### src/rtl/cd_responder.sv
// cd_responder: CD-drive side of the SCSI<->CD bridge.
// Accepts a 12-byte CDB, runs TEST UNIT READY / READ(10) against a byte-wide
// sector source, streams read data back to the bridge and reports status.
// Every output is a register, so reset drives all of them to 0 at once.
module cd_responder #(
  parameter int BYTE_GAP   = 4,     // min cycles between CD_WR pulses (>=1)
  parameter int SECT_BYTES = 2048   // bytes per logical block
) (
  input  logic        CLK,
  input  logic        RES,
  input  logic [95:0] COMMAND,
  input  logic        COMM_SEND,
  output logic [7:0]  STATUS,
  output logic        STAT_GET,
  output logic [7:0]  CD_DATA,
  output logic        CD_WR,
  output logic        CD_DATA_END,
  output logic [31:0] SRC_LBA,
  output logic        SRC_RD,
  input  logic [7:0]  SRC_DATA,
  input  logic        SRC_VALID,
  output logic        BUSY
);

  localparam int GW = $clog2(BYTE_GAP + 1);
  localparam int BW = (SECT_BYTES > 1) ? $clog2(SECT_BYTES) : 1;

  localparam logic [GW-1:0] GAP_SAT      = GW'(BYTE_GAP);
  localparam logic [BW-1:0] BLK_LAST     = BW'(SECT_BYTES - 1);
  localparam logic [26:0]   SECT_BYTES_W = 27'(SECT_BYTES);

  localparam logic [7:0] OP_TUR    = 8'h00;
  localparam logic [7:0] OP_READ10 = 8'h28;
  localparam logic [7:0] ST_GOOD   = 8'h00;
  localparam logic [7:0] ST_CHECK  = 8'h02;

  typedef enum logic [2:0] {
    S_IDLE,
    S_DECODE,
    S_FETCH,
    S_PUSH,
    S_END,
    S_STAT
  } state_t;

  state_t        state_q, state_d;
  logic [7:0]    opcode_q, opcode_d;
  logic [31:0]   lba_q, lba_d;
  logic [15:0]   blocks_q, blocks_d;
  logic [26:0]   remaining_q, remaining_d;
  logic [BW-1:0] byte_in_blk_q, byte_in_blk_d;
  logic [GW-1:0] gap_q, gap_d;
  logic [7:0]    byte_buf_q, byte_buf_d;

  logic [7:0]    status_q, status_d;
  logic          stat_get_q, stat_get_d;
  logic [7:0]    cd_data_q, cd_data_d;
  logic          cd_wr_q, cd_wr_d;
  logic          cd_end_q, cd_end_d;
  logic [31:0]   src_lba_q, src_lba_d;
  logic          src_rd_q, src_rd_d;
  logic          busy_q, busy_d;

  // Only opcode, LBA and transfer length matter; the remaining CDB bytes are
  // reserved/control fields this drive ignores.
  logic unused_cdb_bytes;
  assign unused_cdb_bytes = ^{COMMAND[15:8], COMMAND[55:48], COMMAND[95:72]};

  // Next-state and output decode for the command FSM.
  always_comb begin
    // NOTE: every _d gets a default before the case so no path leaves a
    // variable unassigned, which would otherwise infer a latch.
    state_d       = state_q;
    opcode_d      = opcode_q;
    lba_d         = lba_q;
    blocks_d      = blocks_q;
    remaining_d   = remaining_q;
    byte_in_blk_d = byte_in_blk_q;
    byte_buf_d    = byte_buf_q;
    status_d      = status_q;
    cd_data_d     = cd_data_q;
    src_lba_d     = src_lba_q;
    stat_get_d    = 1'b0;
    cd_wr_d       = 1'b0;
    cd_end_d      = 1'b0;
    src_rd_d      = 1'b0;
    // Gap counter counts up and saturates; it is re-armed by each CD_WR.
    gap_d         = (gap_q == GAP_SAT) ? gap_q : gap_q + GW'(1);

    unique case (state_q)
      S_IDLE: begin
        // busy_q is still high during the STAT_GET cycle, so a strobe there is dropped.
        if (COMM_SEND && !busy_q) begin
          opcode_d = COMMAND[7:0];
          lba_d    = {COMMAND[23:16], COMMAND[31:24], COMMAND[39:32], COMMAND[47:40]};
          blocks_d = {COMMAND[63:56], COMMAND[71:64]};
          state_d  = S_DECODE;
        end
      end

      S_DECODE: begin
        if (opcode_q == OP_READ10) begin
          if (blocks_q == 16'd0) begin
            status_d = ST_GOOD;
            state_d  = S_STAT;
          end else begin
            remaining_d   = {11'd0, blocks_q} * SECT_BYTES_W;
            byte_in_blk_d = '0;
            src_lba_d     = lba_q;
            src_rd_d      = 1'b1;
            state_d       = S_FETCH;
          end
        end else if (opcode_q == OP_TUR) begin
          status_d = ST_GOOD;
          state_d  = S_STAT;
        end else begin
          status_d = ST_CHECK;
          state_d  = S_STAT;
        end
      end

      S_FETCH: begin
        if (SRC_VALID) begin
          byte_buf_d = SRC_DATA;
          state_d    = S_PUSH;
        end
      end

      S_PUSH: begin
        if (gap_q >= GAP_SAT) begin
          cd_wr_d     = 1'b1;
          cd_data_d   = byte_buf_q;
          gap_d       = GW'(1);
          remaining_d = remaining_q - 27'd1;
          if (byte_in_blk_q == BLK_LAST) begin
            byte_in_blk_d = '0;
            src_lba_d     = src_lba_q + 32'd1;
          end else begin
            byte_in_blk_d = byte_in_blk_q + BW'(1);
          end
          if (remaining_q == 27'd1) begin
            state_d = S_END;
          end else begin
            src_rd_d = 1'b1;
            state_d  = S_FETCH;
          end
        end
      end

      S_END: begin
        cd_end_d = 1'b1;
        status_d = ST_GOOD;
        state_d  = S_STAT;
      end

      S_STAT: begin
        stat_get_d = 1'b1;
        state_d    = S_IDLE;
      end

      default: state_d = S_IDLE;
    endcase

    // BUSY covers the whole command including the STAT_GET cycle itself.
    busy_d = (state_d != S_IDLE) || stat_get_d;
  end

  // State and output registers with asynchronous active-high reset.
  always_ff @(posedge CLK or posedge RES) begin
    if (RES) begin
      state_q       <= S_IDLE;
      opcode_q      <= '0;
      lba_q         <= '0;
      blocks_q      <= '0;
      remaining_q   <= '0;
      byte_in_blk_q <= '0;
      gap_q         <= GAP_SAT;
      byte_buf_q    <= '0;
      status_q      <= '0;
      stat_get_q    <= 1'b0;
      cd_data_q     <= '0;
      cd_wr_q       <= 1'b0;
      cd_end_q      <= 1'b0;
      src_lba_q     <= '0;
      src_rd_q      <= 1'b0;
      busy_q        <= 1'b0;
    end else begin
      // NOTE: non-blocking assignments so every register samples pre-edge
      // values regardless of statement order.
      state_q       <= state_d;
      opcode_q      <= opcode_d;
      lba_q         <= lba_d;
      blocks_q      <= blocks_d;
      remaining_q   <= remaining_d;
      byte_in_blk_q <= byte_in_blk_d;
      gap_q         <= gap_d;
      byte_buf_q    <= byte_buf_d;
      status_q      <= status_d;
      stat_get_q    <= stat_get_d;
      cd_data_q     <= cd_data_d;
      cd_wr_q       <= cd_wr_d;
      cd_end_q      <= cd_end_d;
      src_lba_q     <= src_lba_d;
      src_rd_q      <= src_rd_d;
      busy_q        <= busy_d;
    end
  end

  assign STATUS      = status_q;
  assign STAT_GET    = stat_get_q;
  assign CD_DATA     = cd_data_q;
  assign CD_WR       = cd_wr_q;
  assign CD_DATA_END = cd_end_q;
  assign SRC_LBA     = src_lba_q;
  assign SRC_RD      = src_rd_q;
  assign BUSY        = busy_q;

endmodule

### config.mk
export PLATFORM = sky130hd
export DESIGN_NAME = cd_responder
export DESIGN_NICKNAME = d
export VERILOG_FILES = /design/src/rtl/cd_responder.sv
export SDC_FILE = /design/constraint.sdc
export NUM_CORES = 1
export LEC_CHECK = 0
export CAP_MARGIN = 20
export CORE_MARGIN = 2
export CORE_UTILIZATION = 45
export DETAILED_ROUTE_END_ITERATION = 8
export PLACE_DENSITY = 0.72
export SYNTH_ARGS = -nofsm -noshare
export SYNTH_HDL_FRONTEND = slang
export SYNTH_SLANG_ARGS = --single-unit
### constraint.sdc
create_clock -name CLK -period 9.1 [get_ports CLK]
set_clock_uncertainty 0.2 [all_clocks]
set_input_delay 0.91 -clock CLK [delete_from_list [all_inputs] [get_ports CLK]]
set_output_delay 0.91 -clock CLK [all_outputs]
set_load 0.05 [all_outputs]
==> After elaboration in Yosys (flattened, before gate mapping) <==
Cells that the tools add are included.
{ "op_classes": {"addsub": 4, "mul": 0, "div_mod_pow": 0, "n_lt_le_gt_ge": 1, "n_eq_ne": 14, "n_shift": 0, "mux": 37, "bitwise": 0, "reduce_logical": 15} }
{ "op_table": {"columns": ["operator", "n"], "rows": [
  ["$mux W32", 4],
  ["$mux W27", 3],
  ["$pmux W32 S2", 1],
  ["$pmux W27 S2", 1],
  ["$mux W11", 4],
  ["$add A32 B1 Y32 const B", 1],
  ["$eq A27 B1 Y1 const B", 1],
  ["$mux W3", 9],
  ["$sub A27 B1 Y27 const B", 1],
  ["$pmux W11 S2", 1],
  ["$logic_not A16 Y1", 1],
  ["$mux W8", 2],
  ["$pmux W8 S2", 1],
  ["$pmux W3 S5", 1],
  ["$add A11 B1 Y11 const B", 1],
  ["$eq A11 B11 Y1 const B", 1],
  ["$eq A3 B3 Y1 const B", 3],
  ["$eq A8 B6 Y1 const B", 1],
  ["$logic_not A8 Y1", 1],
  ["$mux W1", 8],
  ["$ne A2 B2 Y1 const B", 4],
  ["$reduce_and A2 Y1", 4],
  ["$eq A3 B2 Y1 const B", 2],
  ["$reduce_and A5 Y1", 1],
  ["other kinds (13)", 14]
]} }
{ "word_totals": {"reg_bits": 161, "latch_bits": 0, "ramBits": 0, "romBits": 0, "inputBits": 108, "output_inout_bits": 53, "memories": 0} }

==> Longest topological paths before layout <==
Gate-level depths: netlist (run 1).
{ "depth": {"ltp_word": 6, "ltp_mapped": 9, "ltp_nobuf": 8} }

==> Worst setup path before layout (run 1) <==
OpenSTA, ideal clock, no wires.
{ "synth_timing": {"path_kind": "flip-flop to flip-flop", "from": "register src_lba_q[0], in the netlist SRC_LBA[0]", "to": "register src_lba_q[20], in the netlist SRC_LBA[20]", "setup_ns": 0.126, "arrival_time_ns": 2.422, "t_required_ns": 8.774, "path_slack_ns": 6.353, "path_stages_with_launch": 8, "synth_period_minus_slack_ns": 2.747, "path_cell_list": "dfrtp_1 > ha_1 > nand4_1 > or4_1 > clkbuf_2 > or4_1 > o21ai_0 > a21oi_1"} }
{ "synth_via": {"elab_chain_cells": 4} }
{ "synth_rtl": {"columns": ["item", "line", "rtl"], "rows": [
  ["from (decl)", "60", "logic [31:0] src_lba_q, src_lba_d;"],
  ["from (signal assigned)", "203", "src_lba_q <= src_lba_d;"],
  ["$add A32 B1 Y32", "137", "src_lba_d = src_lba_q + 32'd1;"],
  ["$mux W32", "135", "if (byte_in_blk_q == BLK_LAST) begin"],
  ["$mux W32", "130", "if (gap_q >= GAP_SAT) begin"],
  ["$pmux W32 S2", "90", "unique case (state_q)"]
]} }
Every way passes these cells. The select of a mux whose other input is x is not followed.
A chain may end at the register's enable or synchronous reset.

==> Final worst setup path (run 1) <==
{ "layout_timing": {"from": "register state_q[1]", "to": "register remaining_q[11]"} }
{ "layout_via": {"elab_chain_cells": 3, "word_cells_on_any_way": 8, "cone_classes": "eq/ne: 5; mux: 1; reduce/logical: 2"} }
{ "layout_rtl": {"columns": ["item", "line", "rtl"], "rows": [
  ["from (decl)", "46", "state_t state_q, state_d;"],
  ["from (signal assigned)", "190", "state_q <= state_d;"],
  ["$eq A3 B2 Y1 / $eq A3 B1 Y1 (equally long branches)", "90", null],
  ["$ne A2 B2 Y1 (no line) / $reduce_bool A2 Y1 (equally long branches)", null, null],
  ["$reduce_and A4 Y1 (no line)", null, null],
  ["to (signal assigned)", "194", "remaining_q <= remaining_d;"],
  ["to (decl)", "50", "logic [26:0] remaining_q, remaining_d;"]
]} }
Several ways; a longest one is shown, not always the timed one.

==> metrics.md, run 1 <==
| Metric | Value |
|---|---|
| Initial drt markers | `427` |
| Setup WS pre-CTS | `5350 ps` |
| Crit path kind | `register to register` |
| MaxCap Viol Count | `0` |
| Nets | `~960` |
| Via count | `approximately 6000` |
| First-pass GRT wire length | `28.6 mm` |
| Fill cells | `1471` |
| Fin Setup TNS | `0 ps` |
| Clock Root Buffer | `clkbuf_16` |
| Setup repair bufs after CTS | `0` |
| Yosys synthesis warning count | `0` |
| Hold WS | `263 ps` |
| Max Transition Viols Final | `0` |
| Routed len/inst | `16.1 um` |
| Crit end category | `register` |
| Crit path launch type | `register` |
| GRT overflow | `0` |
| Die Y | `134 um` |
| Clock Path Buffers | `2` |
| Syn_area_per_cell | `approximately 10 um^2` |
| Clk Latency, worst-skew pair | `~430 ps` |
| Area grow syn2layout | `24.9%` |
| Async set-reset flop share out of synthesis | `100%` |
| Ys flop type | `dfrtp_1` |
| Diodes inserted | `0` |
| 1st-pass router iterations | `4` |
| Crit path max fanout | `26` |
| Hold crit path type | `register to register` |
| Core area | `16500 um^2` |
| FP Rows | `47` |
| Final period util | `38.4%` |
| CTS HTree Levels | `4` |
| Worst setup path start | `state_q[1]` |
| Hold path start | `byte_buf_q[3]` |
| Placed Area | `8820 um^2` |
| CTS sink count | `154` |
| Slew headroom | `42.3%` |
| CTS tree | `done` |
| Initial core utilization | `45.9%` |
| HPWL Detailed | `11.5 mm` |
| Register area share after synthesis | `between 50% and 60%` |
| RSZ-0062 raised after global routing | `false` |
| Antenna Violating Nets Remaining | `0` |
| Routability cong. | `0.807` |
| Final worst slack | `5600 ps` |
| Clock-pin slew on the worst setup and hold paths | `about 60 ps` |
| Mapped Area | `7550 um^2` |
| Pwr Density | `318 nW/um^2` |
| R2R Path Start | `state_q[1]` |
| Vias in the first global route | `5612` |
| # IOs | `about 160` |
| Fin area | `between 9000 and 10000 um^2` |
| WP data required | `9210 ps` |
| Status | `complete, no violations` |
| Total GRT Usage | `20.2%` |
| Final number of setup-violating endpoints | `0` |
| CTS Buf Count | `17` |
| Number of synthesized flops with an enable pin | `0` |
| PortBufs | `between 100 and 150` |
| Mapped Cells | `749` |
| Die ar. | `17800 um^2` |
| Hold buffer count at CTS | `0` |
| Synthesized flop and latch total | `approximately 150` |
| Worst Max-Slew Pin Slew | `865 ps` |
| Arrival @ worst endpoint | `3610 ps` |
| Maximum vdd drop | `0.187 mV` |
| DIE WIDTH | `134 um` |
| Fmax | `286 MHz` |
| # resized after CTS | `0` |
| Synth unique cells | `63` |
| Fin crit period | `~3500 ps` |
| Final hold vios | `0` |
| Detailed-route wire length | `17.4 mm` |
| Static Leak | `just under 4 nW` |
| DR vias/cell | `5.52` |
| Largest net degree at the start of global routing | `88` |
| Share of cells above drive strength 1 | `15.0%` |
| Post-route DRC | `0` |
| Initial antenna violation count | `0` |
cells by family (layout without fill, tap and decap cells):
| group | after synthesis | after routing | synth area share [%] |
|---|---|---|---|
| AOI/OAI and AO/OA | 190 | 190 | 14.7 |
| xor gates and xnor gates | 14 | 14 | 1.62 |
| adders and majority gates | 6 | 6 | 0.994 |
| buffers and inverters | 63 | 169 | 3.79 |
| DFF | 154 | 154 | 51.0 |
| muxes | 67 | 67 | 9.96 |
| other | 1 | 7 | 0.0497 |
| and+or+nand+nor | 254 | 254 | 17.8 |
through the flow:
step	utilization (%)	total power [mW]	std cells
final	57.3	3.00	1081
after floorplan	-	1.96	755
after CTS	57.2	3.02	1080
after global routing	57.3	3.17	1081
after global placement	53.6	2.27	1048
after detailed placement	53.6	2.29	1048
critical path, stage by stage, from the launching register on:
cell	delay [ps]
dfrtp_1	420
nor2b_1	190
nand3_1	480
clkinv_1	860
nor2_2	650
buf_8	220
a21oi_1	50
o2bb2a_1	300
registers in the layout (all words and copies together), names as in the netlist, 8 cells and up:
name           cells
lba_q             32
byte_in_blk_q     11
CD_DATA            8
remaining_q       27
byte_buf_q         8
blocks_q          16
SRC_LBA           32
opcode_q           8
Yosys cell counts (all sizes together) (4+ instances only):
cell    instances  area, um^2
o211ai          5        37.5
or2             6        37.5
o21ai          52         260
a22oi           4        30.0
or4            10        86.3
mux2           65         732
ha              6        75.1
nand4          11        68.8
a31oi           6        37.5
nor4           17         173
nor2           48         180
a21oi          73         365
nand3          28         140
inv            16        60.1
nand2b          4        25.0
buf            26         145
dfrtp         153        3830
and3            6        37.5
nor3           15        75.1
and4            4        35.0
o22a            4        35.0
o22ai          19         119
nand2          80         303
clkbuf         20        77.6
or3             9        63.8
xor2           11        96.3
metal layers:
layer | GRT usage (%) | wire (um)
met1 | 28.7 | 8210
met2 | 30.9 | 8280
met4 | 6.38 | 231
met3 | 4.49 | 641
met5 | 0 | 0
cells in the final DEF (no fill, tap or decap), types with 4 or more instances in the layout:
master / netlist / routed
mux2_2: 65 / 65
and3_1: 6 / 6
clkdlybuf4s50_1: 0 / 113
nand3_1: 28 / 27
o22ai_1: 19 / 19
inv_1: 16 / 15
o211ai_1: 5 / 5
xor2_1: 11 / 11
nor3_1: 15 / 15
a22oi_1: 4 / 4
or3_1: 6 / 6
o22a_1: 4 / 4
ha_1: 6 / 6
clkbuf_16: 0 / 17
conb_1: 1 / 7
clkinvlp_4: 0 / 5
nand4_1: 11 / 11
or4_1: 7 / 7
clkbuf_8: 0 / 4
dfrtp_1: 153 / 153
nor2_1: 48 / 47
nor4_1: 12 / 12
or2_2: 5 / 5
nand2b_1: 4 / 4
o21ai_0: 52 / 52
nor4_4: 4 / 4
a21oi_1: 73 / 73
a31oi_1: 6 / 6
and4_1: 4 / 4
buf_4: 9 / 6
nand2_1: 79 / 79
where the power goes:
group / internal (mW) / switching, mW / total, mW
Clock: 0.432 / 0.283 / 0.715
Combinational: 0.490 / 0.630 / 1.12
Sequential: 0.932 / 0.234 / 1.17
Total: 1.85 / 1.15 / 3.00
worst paths after layout:
path                                   end  slack (ps)  depth (start not counted)
max                        remaining_q[11]        5600                          7
min                             CD_DATA[3]         260                          2
max reg2reg                remaining_q[11]        5600                          7
min reg2reg                     CD_DATA[3]         260                          2
min in group asynchronous        lba_q[30]         790                          2
max in group asynchronous  remaining_q[26]        6550                          3
layout make-up:
type                       count  area, um^2  share of cell area (%)
timing repair buffer         120        1190                    12.6
clock inverter                10         116                    1.23
tap                          220         275                    2.92
clock buffer                  22         484                    5.13
multi-input combinational    538        3440                    36.5
inverter                      17        68.8                   0.729
sequential                   154        3850                    40.9
Power figures use the tool's default switching activity.
==> inputs of run 2 (changes only) <==
clock period = 3.4 ns   (was 9.1 ns; I/O delays follow)
==> metrics.md, run 2 (synthesized netlist as in run 1, its figures left out) <==
| Metric | Value |
|---|---|
| Vias in the first global route | `5879 (+4.8%)` |
| RSZ-0062 raised after global routing | `false` |
| Final worst slack | `708 ps (-4890 ps)` |
| HPWL Detailed | `12.1 mm (+4.9%)` |
| Commonest cells after routing, fill and taps aside | `153 x dfrtp_1, 113 x clkdlybuf4s50_1, 79 x nand2_1, 73 x a21oi_1, 65 x mux2_2` |
| Arrival @ worst endpoint | `2860 ps (-750 ps)` |
| Max Transition Viols Final | `0 (unchanged)` |
| Initial antenna violation count | `0 (unchanged)` |
| Fin Setup TNS | `0 ps (unchanged)` |
| Clock-pin slew on the worst setup and hold paths | `60 ps (about the same)` |
| Setup repair bufs after CTS | `0 (unchanged)` |
| Crit end category | `register` |
| Area of the multi-input gates | `3440 um^2 (about the same)` |
| CTS tree | `done` |
| Worst r2r dst | `byte_in_blk_q[9]` |
| Static Leak | `4.03 nW (+1.9%)` |
| MaxCap Viol Count | `0 (unchanged)` |
| Clock Root Buffer | `clkbuf_16` |
| CTS Buf Count | `17 (unchanged)` |
| Final period util | `79.2% (+41 points)` |
| Maximum vdd drop | `0.433 mV (+130%)` |
| R2R Path Start | `opcode_q[1]` |
| Share of cells above drive strength 1 | `15.8% (+0.86 points)` |
| PortBufs | `113 (unchanged)` |
| Fin crit period | `2690 ps (-806 ps)` |
| Worst-case reg-to-reg path depth | `7 (unchanged)` |
| Crit path launch type | `register` |
| Initial core utilization | `45.9% (unchanged)` |
| First-pass GRT wire length | `29.4 mm (+2.8%)` |
| Routability cong. | `0.815 (+1.1%)` |
| Nets | `972 (+1.0%)` |
| Core area | `16500 um^2 (unchanged)` |
| Setup WS pre-CTS | `690 ps (-4660 ps)` |
| Fin area | `9560 um^2 (+1.3%)` |
| Diodes inserted | `0 (unchanged)` |
| Worst setup path start | `opcode_q[1]` |
| Fmax | `371 MHz (+30%)` |
| Fill cells | `1442 (-2.0%)` |
| Crit path max fanout | `12 (-54%)` |
| Largest net degree at the start of global routing | `83 (-5.7%)` |
| Total GRT Usage | `20.4% (+0.25 points)` |
| Area grow syn2layout | `26.6%` |
| Initial drt markers | `517 (+21%)` |
| Via count | `6085 (+1.9%)` |
| CTS sink count | `154 (unchanged)` |
| Crit path kind | `register to register` |
| # resized after CTS | `0 (unchanged)` |
| 1st-pass router iterations | `5 (+1)` |
| Final number of setup-violating endpoints | `0 (unchanged)` |
| Reg area | `3850 um^2 (unchanged)` |
| Detailed-route wire length | `17.5 mm (+0.84%)` |
| Hold buffer count at CTS | `0 (unchanged)` |
| Slew headroom | `40.6% (-1.7 points)` |
| # IOs | `161 (unchanged)` |
| Post-route DRC | `0 (unchanged)` |
| Pwr Density | `846 nW/um^2 (+170%)` |
| CTS HTree Levels | `4 (unchanged)` |
| FP Rows | `47 (unchanged)` |
| Die ar. | `17800 um^2 (unchanged)` |
| GRT overflow | `0 (unchanged)` |
| Final hold vios | `0 (unchanged)` |
| Antenna Violating Nets Remaining | `0 (unchanged)` |
| WP data required | `3570 ps (-5640 ps)` |
| Reg2Reg Setup Slack | `710 ps (-4890 ps)` |
| DIE WIDTH | `134 um (unchanged)` |
| Routed len/inst | `16.1 um (about the same)` |
| Hold crit path type | `input port to async pin` |
| Commonest non-fill, non-tap cell in the layout | `dfrtp_1` |
| DR vias/cell | `5.58 (+0.99%)` |
| Worst Max-Slew Pin Slew | `884 ps (+18.6 ps)` |
| Die Y | `134 um (unchanged)` |
| Status | `complete, no violations` |
| Clk Latency, worst-skew pair | `420 ps (about the same)` |
| Clock Path Buffers | `2 (unchanged)` |
| Placed Area | `8950 um^2 (+1.5%)` |
run 2: changes by cell type in the layout (fill, tap and decap cells not counted), moves of 2 or more:
cell | previous run | this run
buf_12 | 0 | 4
buf_4 | 6 | 13
clkinv_2 | 2 | 4
clkinvlp_4 | 5 | 3
run 2: final cells by class:
cell class | instances | area share [%]
flip-flops and latches | 154 | 40.3
multi-input cells | 538 | 36.0
repair buffers | 130 | 13.7
clock buffers | 21 | 4.92
well taps | 220 | 2.88
clock inverters | 11 | 1.49
inverters | 17 | 0.707
run 2: routing by layer:
layer	up-vias	track usage [%]	share of wire (%)
li1	2932	-	-
met1	2942	28.4	46
met2	184	32.0	47
met3	27	4.41	5.2
met4	0	6.56	1.7
met5	-	0	0
run 2: report_power, final:
part / leakage, nW / total, mW / switching, mW / internal, mW
registers: 2.01 / 3.12 / 0.624 / 2.49
logic: 1.72 / 3.02 / 1.70 / 1.32
clock network: 0.299 / 1.95 / 0.742 / 1.21
run 2: how the worst max path moves through the flow:
stage | end | slack [ps] | depth (start not counted)
after floorplan | SRC_LBA[20] | 650 | 7
after global placement | byte_in_blk_q[9] | 740 | 7
after detailed placement | byte_in_blk_q[9] | 690 | 7
after CTS | byte_in_blk_q[9] | 670 | 7
after global routing | byte_in_blk_q[9] | 530 | 7
final | byte_in_blk_q[9] | 710 | 7
run 2: worst max-delay path: stages (launching register included):
cell and delay [ps]:
dfrtp_1 380, nor4_2 350, nand4_1 170, nor3_1 700, buf_4 320, o2111ai_1 170
o21ai_0 220, a31o_2 120
run 2: per-stage QoR:
step	utilization, %	total power, mW	hold slack (ps)	instances
4_1_cts	58.1	8.12	52.5	1091
3_3_place_gp	54.3	6.08	244	1059
6_report	58.1	8.09	55.5	1091
3_5_place_dp	54.3	6.15	256	1059
5_1_grt	58.1	8.59	58.2	1091
2_1_floorplan	-	5.26	235	755
